File: src/rtl/stream_demux_pkg.sv
// Shared constants for the stream demultiplexer: slot-state encoding and error-counter width.
package stream_demux_pkg;

    localparam logic        SLOT_EMPTY = 1'b0;
    localparam logic        SLOT_FULL  = 1'b1;
    localparam int unsigned ERRCNT_W   = 16;

endpackage

File: src/rtl/demux_slot.sv
// One-entry output buffer for a single demux channel; a write and a drain may coincide.
module demux_slot
    import stream_demux_pkg::*;
#(
    parameter int unsigned WIDTH = 16
) (
    input  logic             clk,
    input  logic             reset,
    input  logic             wr_en,
    input  logic [WIDTH-1:0] wr_data,
    input  logic             rd_ready,
    output logic             valid,
    output logic [WIDTH-1:0] data
);

    logic             state_q, state_d;
    logic [WIDTH-1:0] data_q;

    always_ff @(posedge clk or posedge reset) begin
        if (reset) begin
            state_q <= SLOT_EMPTY;
            data_q  <= '0;
        end else begin
            state_q <= state_d;
            if (wr_en) begin
                data_q <= wr_data;
            end
        end
    end

    // A write wins over a drain so a same-cycle drain and refill leaves the slot full.
    always_comb begin
        state_d = state_q;
        if (wr_en) begin
            state_d = SLOT_FULL;
        end else if (rd_ready) begin
            state_d = SLOT_EMPTY;
        end
    end

    always_comb begin
        valid = (state_q == SLOT_FULL);
        data  = data_q;
    end

endmodule

File: src/rtl/stream_demux.sv
// Registered 1-to-NUM_OUT demultiplexer with valid/ready handshake and one-entry slot per channel.
// Optional saturating out-of-range counter enabled by STREAM_DEMUX_ERRCNT_EN.
module stream_demux
    import stream_demux_pkg::*;
#(
    parameter int unsigned   WIDTH   = 16,
    parameter int unsigned   NUM_OUT = 8,
    localparam int unsigned  SEL_W   = $clog2(NUM_OUT)
) (
    input  logic                     clk,
    input  logic                     reset,
    input  logic [WIDTH-1:0]         in_data,
    input  logic [SEL_W-1:0]         in_sel,
    input  logic                     in_valid,
    output logic                     in_ready,
    output logic [NUM_OUT*WIDTH-1:0] out_data,
    output logic [NUM_OUT-1:0]       out_valid,
    input  logic [NUM_OUT-1:0]       out_ready
`ifdef STREAM_DEMUX_ERRCNT_EN
    ,
    output logic [ERRCNT_W-1:0]      err_count
`endif
);

    // Pad per-channel vectors to the full select range so any in_sel indexes safely.
    localparam int unsigned NUM_PAD = 1 << SEL_W;

    logic               in_range;
    logic               xfer;
    logic [NUM_PAD-1:0] full_pad;
    logic [NUM_PAD-1:0] ready_pad;
    logic [NUM_OUT-1:0] wr_en;

    assign in_range  = (32'(in_sel) < NUM_OUT);
    assign full_pad  = NUM_PAD'(out_valid);
    assign ready_pad = NUM_PAD'(out_ready);
    assign in_ready  = !reset && (!in_range || !full_pad[in_sel] || ready_pad[in_sel]);
    assign xfer      = in_valid && in_ready;

    for (genvar k = 0; k < NUM_OUT; k++) begin : g_slot
        assign wr_en[k] = xfer && in_range && (in_sel == SEL_W'(k));

        demux_slot #(
            .WIDTH (WIDTH)
        ) u_slot (
            .clk      (clk),
            .reset    (reset),
            .wr_en    (wr_en[k]),
            .wr_data  (in_data),
            .rd_ready (out_ready[k]),
            .valid    (out_valid[k]),
            .data     (out_data[k*WIDTH +: WIDTH])
        );
    end

`ifdef STREAM_DEMUX_ERRCNT_EN
    logic [ERRCNT_W-1:0] err_q;

    always_ff @(posedge clk or posedge reset) begin
        if (reset) begin
            err_q <= '0;
        end else if (xfer && !in_range && (err_q != '1)) begin
            err_q <= err_q + ERRCNT_W'(1);
        end
    end

    assign err_count = err_q;
`endif

endmodule

File: config.mk
export PLATFORM = sky130hd
export DESIGN_NAME = stream_demux
export DESIGN_NICKNAME = d
export VERILOG_FILES = /design/src/rtl/stream_demux_pkg.sv /design/src/rtl/demux_slot.sv /design/src/rtl/stream_demux.sv
export SDC_FILE = /design/constraint.sdc
export NUM_CORES = 1
export LEC_CHECK = 0
export ABC_AREA = 1
export CORE_MARGIN = 5
export CORE_UTILIZATION = 44
export CTS_CLUSTER_DIAMETER = 200
export CTS_CLUSTER_SIZE = 20
export DETAILED_ROUTE_END_ITERATION = 10
export GPL_ROUTABILITY_DRIVEN = 0
export PLACE_DENSITY = 0.77
export SYNTH_ARGS = -nofsm -noshare
export SYNTH_HDL_FRONTEND = slang
export SYNTH_SLANG_ARGS = --single-unit
File: constraint.sdc
create_clock -name clk -period 5.75 [get_ports clk]
set_input_delay 1.15 -clock clk [delete_from_list [all_inputs] [get_ports clk]]
set_output_delay 1.15 -clock clk [all_outputs]
set_load 0.02 [all_outputs]
---- Yosys cells after proc, flatten, opt, wreduce, memory -nomap -nowiden ----
Index checks and enable logic that the tools add are counted.
word-level totals
  bits in registers ....................... 136
  bits in latches ......................... 0
  RAM bits ................................ 0
  bits in read-only memories .............. 0
  input bits .............................. 30
  output and inout port bits .............. 137
  memories ................................ 0
operators by class
  add/subtract/negate cells ............... 0
  multiply operators ...................... 0
  divide/modulo/power cells ............... 0
  order comparisons ....................... 1
  eq/ne operators ......................... 7
  shifts and indexed selects .............. 0
  mux-type cells .......................... 20
  bitwise logic cells ..................... 0
  reduce and logical (&&, ||, !) cells .... 22
operators by type and width
  operator                                              count
  two-way mux 1 bit                                     18
  nonzero test 2 bit                                    8
  equality test 3 bit (second input constant)           4
  logical AND 1 bit                                     10
  binary-select mux 1 bit (select 3 bit)                2
  equality test 3 x 2 -> 1 bit (second input constant)  2
  < comparator 3 x 4 -> 1 bit (second input constant)   1
  equality test 3 x 1 -> 1 bit (second input constant)  1
  zero test 3 bit                                       1
  zero test 1 bit                                       2
  logical OR 1 bit                                      1

---- Logic depth before layout (Yosys ltp) ----
Gate-level depths: netlist (run 1).
  depth after elaboration ................. 8
  gate-level depth with buffers ........... 12
  gate-level depth less buffers ........... 10

---- Cells and area by module ----
From an unflattened synthesis (run 1), not the netlist that was laid out.
second synthesis, totals
  cells, all modules ...................... 639
  area total of the unflattened synthesis .. 5676.7 µm²
modules (own cells, without submodules)
  module        times used  cells an instance  area each (µm²)  seq. area each (µm²)
  demux_slot    8           73                 679.4            425.4
  stream_demux  1           55                 241.5            0.0

---- Worst setup path before layout (run 1) ----
Ideal clock, no wire load.
  path type ............................... in2out
  start ................................... in reset
  end ..................................... out in_ready
  data arrival time ....................... 4581 ps
  required time ........................... 4600 ps
  slack ................................... 19 ps
  stages .................................. 4
  path buffers ............................ 1
  cell sequence ........................... inv_1 -> nand2_1 -> nor2_1 -> buf_2
between the ends
  cells in the longest elaborated chain, start to end .. 2
RTL lines
  what                       line                source
  from (decl)                stream_demux.sv:11  input logic reset,
  zero test 1 bit (no line)  n/a
  logical AND 1 bit          stream_demux.sv:37  assign in_ready = !reset && (!in_range || !full_pad[in_sel] || ready_pad[in_sel]);
  to (decl)                  stream_demux.sv:15  output logic in_ready,
Every way passes these cells.

---- Worst setup path in the final report (run 1) ----
  start ................................... in in_sel[0]
  end ..................................... out in_ready
between the ends
  cells in the longest elaborated chain, start to end .. 5
RTL lines
  what                                     line                source
  from (decl)                              stream_demux.sv:13  input logic [SEL_W-1:0] in_sel,
  binary-select mux 1 bit (select 3 bit)   stream_demux.sv:37
  two-way mux 1 bit (implied by the code)  stream_demux.sv:37
  zero test 1 bit                          stream_demux.sv:37
  logical OR 1 bit (*)                     stream_demux.sv:37
  logical AND 1 bit (*)                    stream_demux.sv:37
Every way passes the cells marked *; elsewhere a longest branch is shown, timed or not. The select of a mux whose other input is x is not followed.

==> flow_summary.ini, run 1 <==
[run_status]
status = finished clean

[floorplan]
rows = 42
core_area_um2 = 13300
initial_core_util_pct = 45.3
dieArea_um2 = 16200
die_w_um = 127
ios = 167
die_h_um = 127

[place]
placedCellCount = 950
place_ws_ps = 1400
hpwl_um = 12700
numPortBuffers = 166
placed_cell_area_um2 = 7520

[setup_path]
critPathMaxFanout = 12
reg2regPathDepth = 10
path_cells = clkdlybuf4s50_1, nand2_1, inv_2, nand2_1, nand2_1, nor2_2, nand2_1, nand2_1, nor2_4, clkdlybuf4s50_1
cp_num_buf_inv = 3
slowest_delay_ps = 700
startpoint_type = primary input
slowest_stage = clkdlybuf4s50_1
rrSetupSlack_ps = 3270
rr_startpoint = g_slot[3].u_slot.valid
r2r-end = g_slot[7].u_slot.data[4]
crit_top_cell = nand2_1
cp.depth = 10
path_class = in -> out
crit_family = buffers and inverters
cp_data_required_time_ps = 4600
cp.arrival_ps = 3270
end_kind = output pin

[finish]
regArea_um2 = 3400
fill_cells = 1126
final_cell_mix = nand2_1, clkdlybuf4s50_1, dfrtp_1
instances_no_fill = 982
layout_commonest_cell = nand2_1
final_cell_area_um2 = 8170
multi_input_area_um2 = 2120
diodes = 0
drive_gt1_share_pct = 6.58
area_growth_pct = 35.1
final_nets = 823

[power]
p_per_area_nw_per_um2 = 425
internal-power_mw = 2.39
p_seq_share_pct = 37.4
leakagePower_nw = 3.94
power_frac_clock_pct = 33.6
p_sw_share_pct = 31.1
switchingPower_mw = 1.08
ir_drop_mv = 0.169
combPwrFrac_pct = 29.0
total_power_mw = 3.47

[min_path]
min_to = g_slot[2].u_slot.data[9]
min_path_type = reg -> reg
worstHoldStart = g_slot[2].u_slot.data[9]
holdPathStages = 2

[yosys]
dominantRegCellSynth = dfrtp_1
async_flop_share_pct = 100
synth_fp_nets = 702
syn_inst = 672
syn_area_um2 = 6050
synth_warnings = 0
synth-edff-count = 0
synth-seq-area-share_pct = 56.3
synth_cell_type_count = 18
synth_area_per_cell_um2 = 9.00
synth-seq-cells = 136

[route]
drc = 0
met3_length_um = 1880
vias = 5523
route.antenna.remaining_nets = 0
wl_met2_um = 9340
via_per_inst = 5.62
wl_met1_um = 7740
routed_wl_um = 19500
first_pass_iters = 5
drt-initial-drc-count = 555
wl_per_cell_um = 19.8
top_layer = met4

[clocking]
clk_path_buf_depth = 2
cts_setup_buffers = 0
cts-htree-levels = 4
clk_latency_ps = 420
cts_tree = built
numCtsBuffers = 17
cts_hold_buffers = 0
cts-root-buf = clkbuf_16
clk_pin_slew_ps = 50
cts.sinks = 136
cts_resized = 0

[job]
max_cap_viol_count = 0

[global_route]
overflow = 0
grt_max_degree = 129
grt_pass1_vias = 5548
grt_pass1_wl_um = 30400
track_usage_pct = 24.2
antenna_found_initial = 0

[timing]
finalSetupViolations = 0
hold_viol = 0
setup_ws_ps = 1330
tns_ps = 0
fin_crit_ps = 4420
tightestPinTransition_ps = 1230
period_share_pct = 76.9
grt_setup_unrepaired = false
timing.fmax_mhz = 226
max-slew-margin-rel_pct = 18.3
final_max_slew_viol_count = 0
clock_skew_ps = 6.49
[per-stage QoR]
step                      utilization (%)  hold slack, ps
after floorplan                         -             512
after global placement               56.4             455
after detailed placement             56.4             457
after CTS                            61.2             471
after global routing                 61.2             488
final                                61.2             468
[registers in the layout, summed over array words and instances (netlist names)]
name                 flops
g_slot.u_slot.valid      8
g_slot.u_slot.data     128
[Yosys cell counts, types with 2 or more instances]
library cell | count | area share [%]
nand3_1 | 3 | 0.25
nand4_2 | 8 | 1.7
nand2_1 | 281 | 17
buf_2 | 4 | 0.33
nor2_1 | 14 | 0.87
inv_1 | 14 | 0.87
buf_1 | 4 | 0.25
dfrtp_1 | 136 | 56
buf_6 | 19 | 3.5
clkbuf_1 | 22 | 1.4
clkbuf_2 | 12 | 0.99
nand4_1 | 129 | 13
buf_4 | 10 | 1.2
inv_2 | 2 | 0.12
o21ai_0 | 11 | 0.91
[worst min-delay path: stages (launching register included)]
cell	delay, ps
dfrtp_1	340
nand2_1	50
nand2_1	50
[cell families (layout without fill, tap and decap cells)]
group	after synthesis	in the layout	synth area share, %
AO/OA/AOI/OAI	12	12	1.18
buffers and inverters	87	221	8.71
flip-flops	136	136	56.3
AND/OR/NAND/NOR	437	437	33.8
[cell type report]
type	instances	share of cell area, %
inverter	16	0.797
clock buffer	24	6.14
sequential	136	41.7
tap	176	2.70
multi-input combinational	449	26.0
clock inverter	8	1.72
timing repair buffer	173	21.0
[layer usage]
layer / vias to the layer above / track usage (%)
met3: 44 / 7.43
li1: 2502 / -
met5: - / 0
met2: 292 / 38.9
met1: 2685 / 30.8
met4: 0 / 9.21
[power by group through the flow]
stage                     Clock [mW]  Combinational, mW  Sequential, mW
after floorplan                    0              0.248            1.54
after global placement             0              0.995            1.30
after detailed placement           0               1.01            1.31
after CTS                       1.18               1.02            1.30
after global routing            1.23               1.08            1.32
final                           1.17               1.00            1.30
[how the worst max path moves through the flow]
stage                           to  slack [ps]  startpoint
after floorplan           in_ready          20       reset
after global placement    in_ready        1520   in_sel[0]
after detailed placement  in_ready        1400   in_sel[0]
after CTS                 in_ready        1400   in_sel[0]
after global routing      in_ready        1230   in_sel[0]
final                     in_ready        1330   in_sel[0]
Note: power is estimated with default switching activity, not from simulation.
==> inputs of run 2 (changes only) <==
clock period = 3.6 ns   (was 5.75 ns; I/O delays follow)
==> run 2 against run 1 <==
- the flow now finishes with violations (design-rule violations)
- clock skew increased by 10 ps
- setup slack got worse by 1200 ps
- via count rose by 0.16%
- global-route usage increased by 0.42 points
- highest routed layer unchanged
==> flow_summary.ini, run 2 (synthesis gave the netlist of run 1 again) <==
[run_status]
status = finished, violations left
violations = design-rule violations

[clocking]
clk_pin_slew_ps = 50
cts_hold_buffers = 0
clk_latency_ps = 430
cts_setup_buffers = 0
cts_tree = built
cts-root-buf = clkbuf_16
cts_resized = 0
clk_path_buf_depth = 2
cts-htree-levels = 4
cts.sinks = 136
numCtsBuffers = 17

[finish]
largest_reg_flops = 128
fin_util_pct = 61.6
diodes = 0
instances_no_fill = 987
drive_gt1_share_pct = 7.15
final_nets = 828
fill_cells = 1121
layout_commonest_cell = nand2_1
area_growth_pct = 35.9
final_cell_mix = nand2_1, clkdlybuf4s50_1, dfrtp_1

[setup_path]
cp.arrival_ps = 2760
startpoint_type = primary input
rr_startpoint = g_slot[3].u_slot.valid
end_kind = output pin
slowest_stage = clkdlybuf4s50_1
rrSetupSlack_ps = 1610
slowest_delay_ps = 630
path_class = in -> out
cp_data_required_time_ps = 2880
cp_num_buf_inv = 3
crit_family = buffers and inverters
critPathMaxFanout = 7
path_cells = clkdlybuf4s50_1, nand2_1, inv_2, nand2_1, nand2_1, nor2_2, nand2_1, nand2_1, nor2_4, clkdlybuf4s50_1
crit_top_cell = nand2_1
reg2regPathDepth = 8
r2r-end = g_slot[0].u_slot.data[2]

[timing]
holdWs_ps = 470
finalSetupViolations = 0
setup_ws_ps = 123
grt_setup_unrepaired = false
timing.fmax_mhz = 288
max-slew-margin-rel_pct = 30.3
fin_crit_ps = 3480
final_max_slew_viol_count = 0
period_share_pct = 96.6
hold_viol = 0
tightestPinTransition_ps = 1050
clock_skew_ps = 16.5

[place]
place_ws_ps = 58.1
numPortBuffers = 166
hpwl_um = 12600
placedCellCount = 955

[global_route]
overflow = 0
track_usage_pct = 24.6
grt_pass1_vias = 5432
grt_pass1_wl_um = 30600
antenna_found_initial = 0
grt_max_degree = 129

[floorplan]
die_w_um = 127
dieArea_um2 = 16200
rows = 42
die_h_um = 127
ios = 167
core_area_um2 = 13300
initial_core_util_pct = 45.3

[power]
power_frac_clock_pct = 33.7
p_seq_share_pct = 37.2
ir_drop_mv = 0.295
leakagePower_nw = 3.98
total_power_mw = 5.55
p_sw_share_pct = 31.2
internal-power_mw = 3.82
p_per_area_nw_per_um2 = 676
combPwrFrac_pct = 29.1
switchingPower_mw = 1.74

[route]
drc = 1
route.antenna.remaining_nets = 0
wl_per_cell_um = 19.8
routed_wl_um = 19600
first_pass_iters = 9
vias = 5532
drt-initial-drc-count = 512
via_per_inst = 5.60

[job]
max_cap_viol_count = 0

[min_path]
min_to = g_slot[4].u_slot.data[15]
min_path_type = reg -> reg
worstHoldStart = g_slot[4].u_slot.data[15]
holdPathStages = 2
## run 2: cell count changes in the layout (fill, tap and decap cells not counted)
cell,previous run,this run
clkinvlp_4,0,1
inv_6,1,0
buf_12,0,1
dlymetal6s2s_1,0,1
clkdlybuf4s50_1,165,164
buf_4,8,12
## run 2: tightest hold or removal path, stage by stage (launching register included)
cell and delay [ps]:
dfrtp_1 340, nand2_1 50, nand2_1 40
## run 2: metal layers
| layer | part of all wire (%) | global-route usage [%] | up-vias |
|---|---|---|---|
| li1 | - | - | 2513 |
| met1 | 41 | 32.9 | 2670 |
| met2 | 46 | 37.4 | 301 |
| met3 | 9.7 | 7.01 | 48 |
| met4 | 3.4 | 11.0 | 0 |
| met5 | 0 | 0 | - |
## run 2: worst max path at each step
| stage | from | to | slack (ps) | depth (start not counted) |
|---|---|---|---|---|
| 5_1_grt | in_sel[1] | in_ready | 50 | 8 |
| 4_1_cts | in_sel[0] | in_ready | 50 | 10 |
| 3_5_place_dp | in_sel[0] | in_ready | 60 | 10 |
| 6_report | in_sel[1] | in_ready | 120 | 10 |
| 3_3_place_gp | in_sel[0] | in_ready | 210 | 10 |
| 2_1_floorplan | reset | in_ready | -190 | 4 |
## run 2: per-stage QoR
step                      TNS (ps)  area (um^2)
after global routing             0         8220
after detailed placement         0         7570
final                            0         8220
after global placement           0         7570
after CTS                        0         8220
after floorplan               -195         6050
## run 2: final cells by class
cell class	count	area (um^2)	share of cell area [%]
flip-flops and latches	136	3400	41.4
inverters	16	63.8	0.776
multi-input cells	449	2120	25.9
clock inverters	8	140	1.71
clock buffers	24	502	6.11
repair buffers	178	1760	21.5
well taps	176	220	2.68
## run 2: power groups by stage
stage | clock network (mW) | registers, mW | logic (mW)
2_1_floorplan | 0 | 2.46 | 0.397
4_1_cts | 1.89 | 2.06 | 1.63
3_5_place_dp | 0 | 2.08 | 1.63
3_3_place_gp | 0 | 2.07 | 1.60
6_report | 1.87 | 2.06 | 1.62
5_1_grt | 1.96 | 2.10 | 1.73
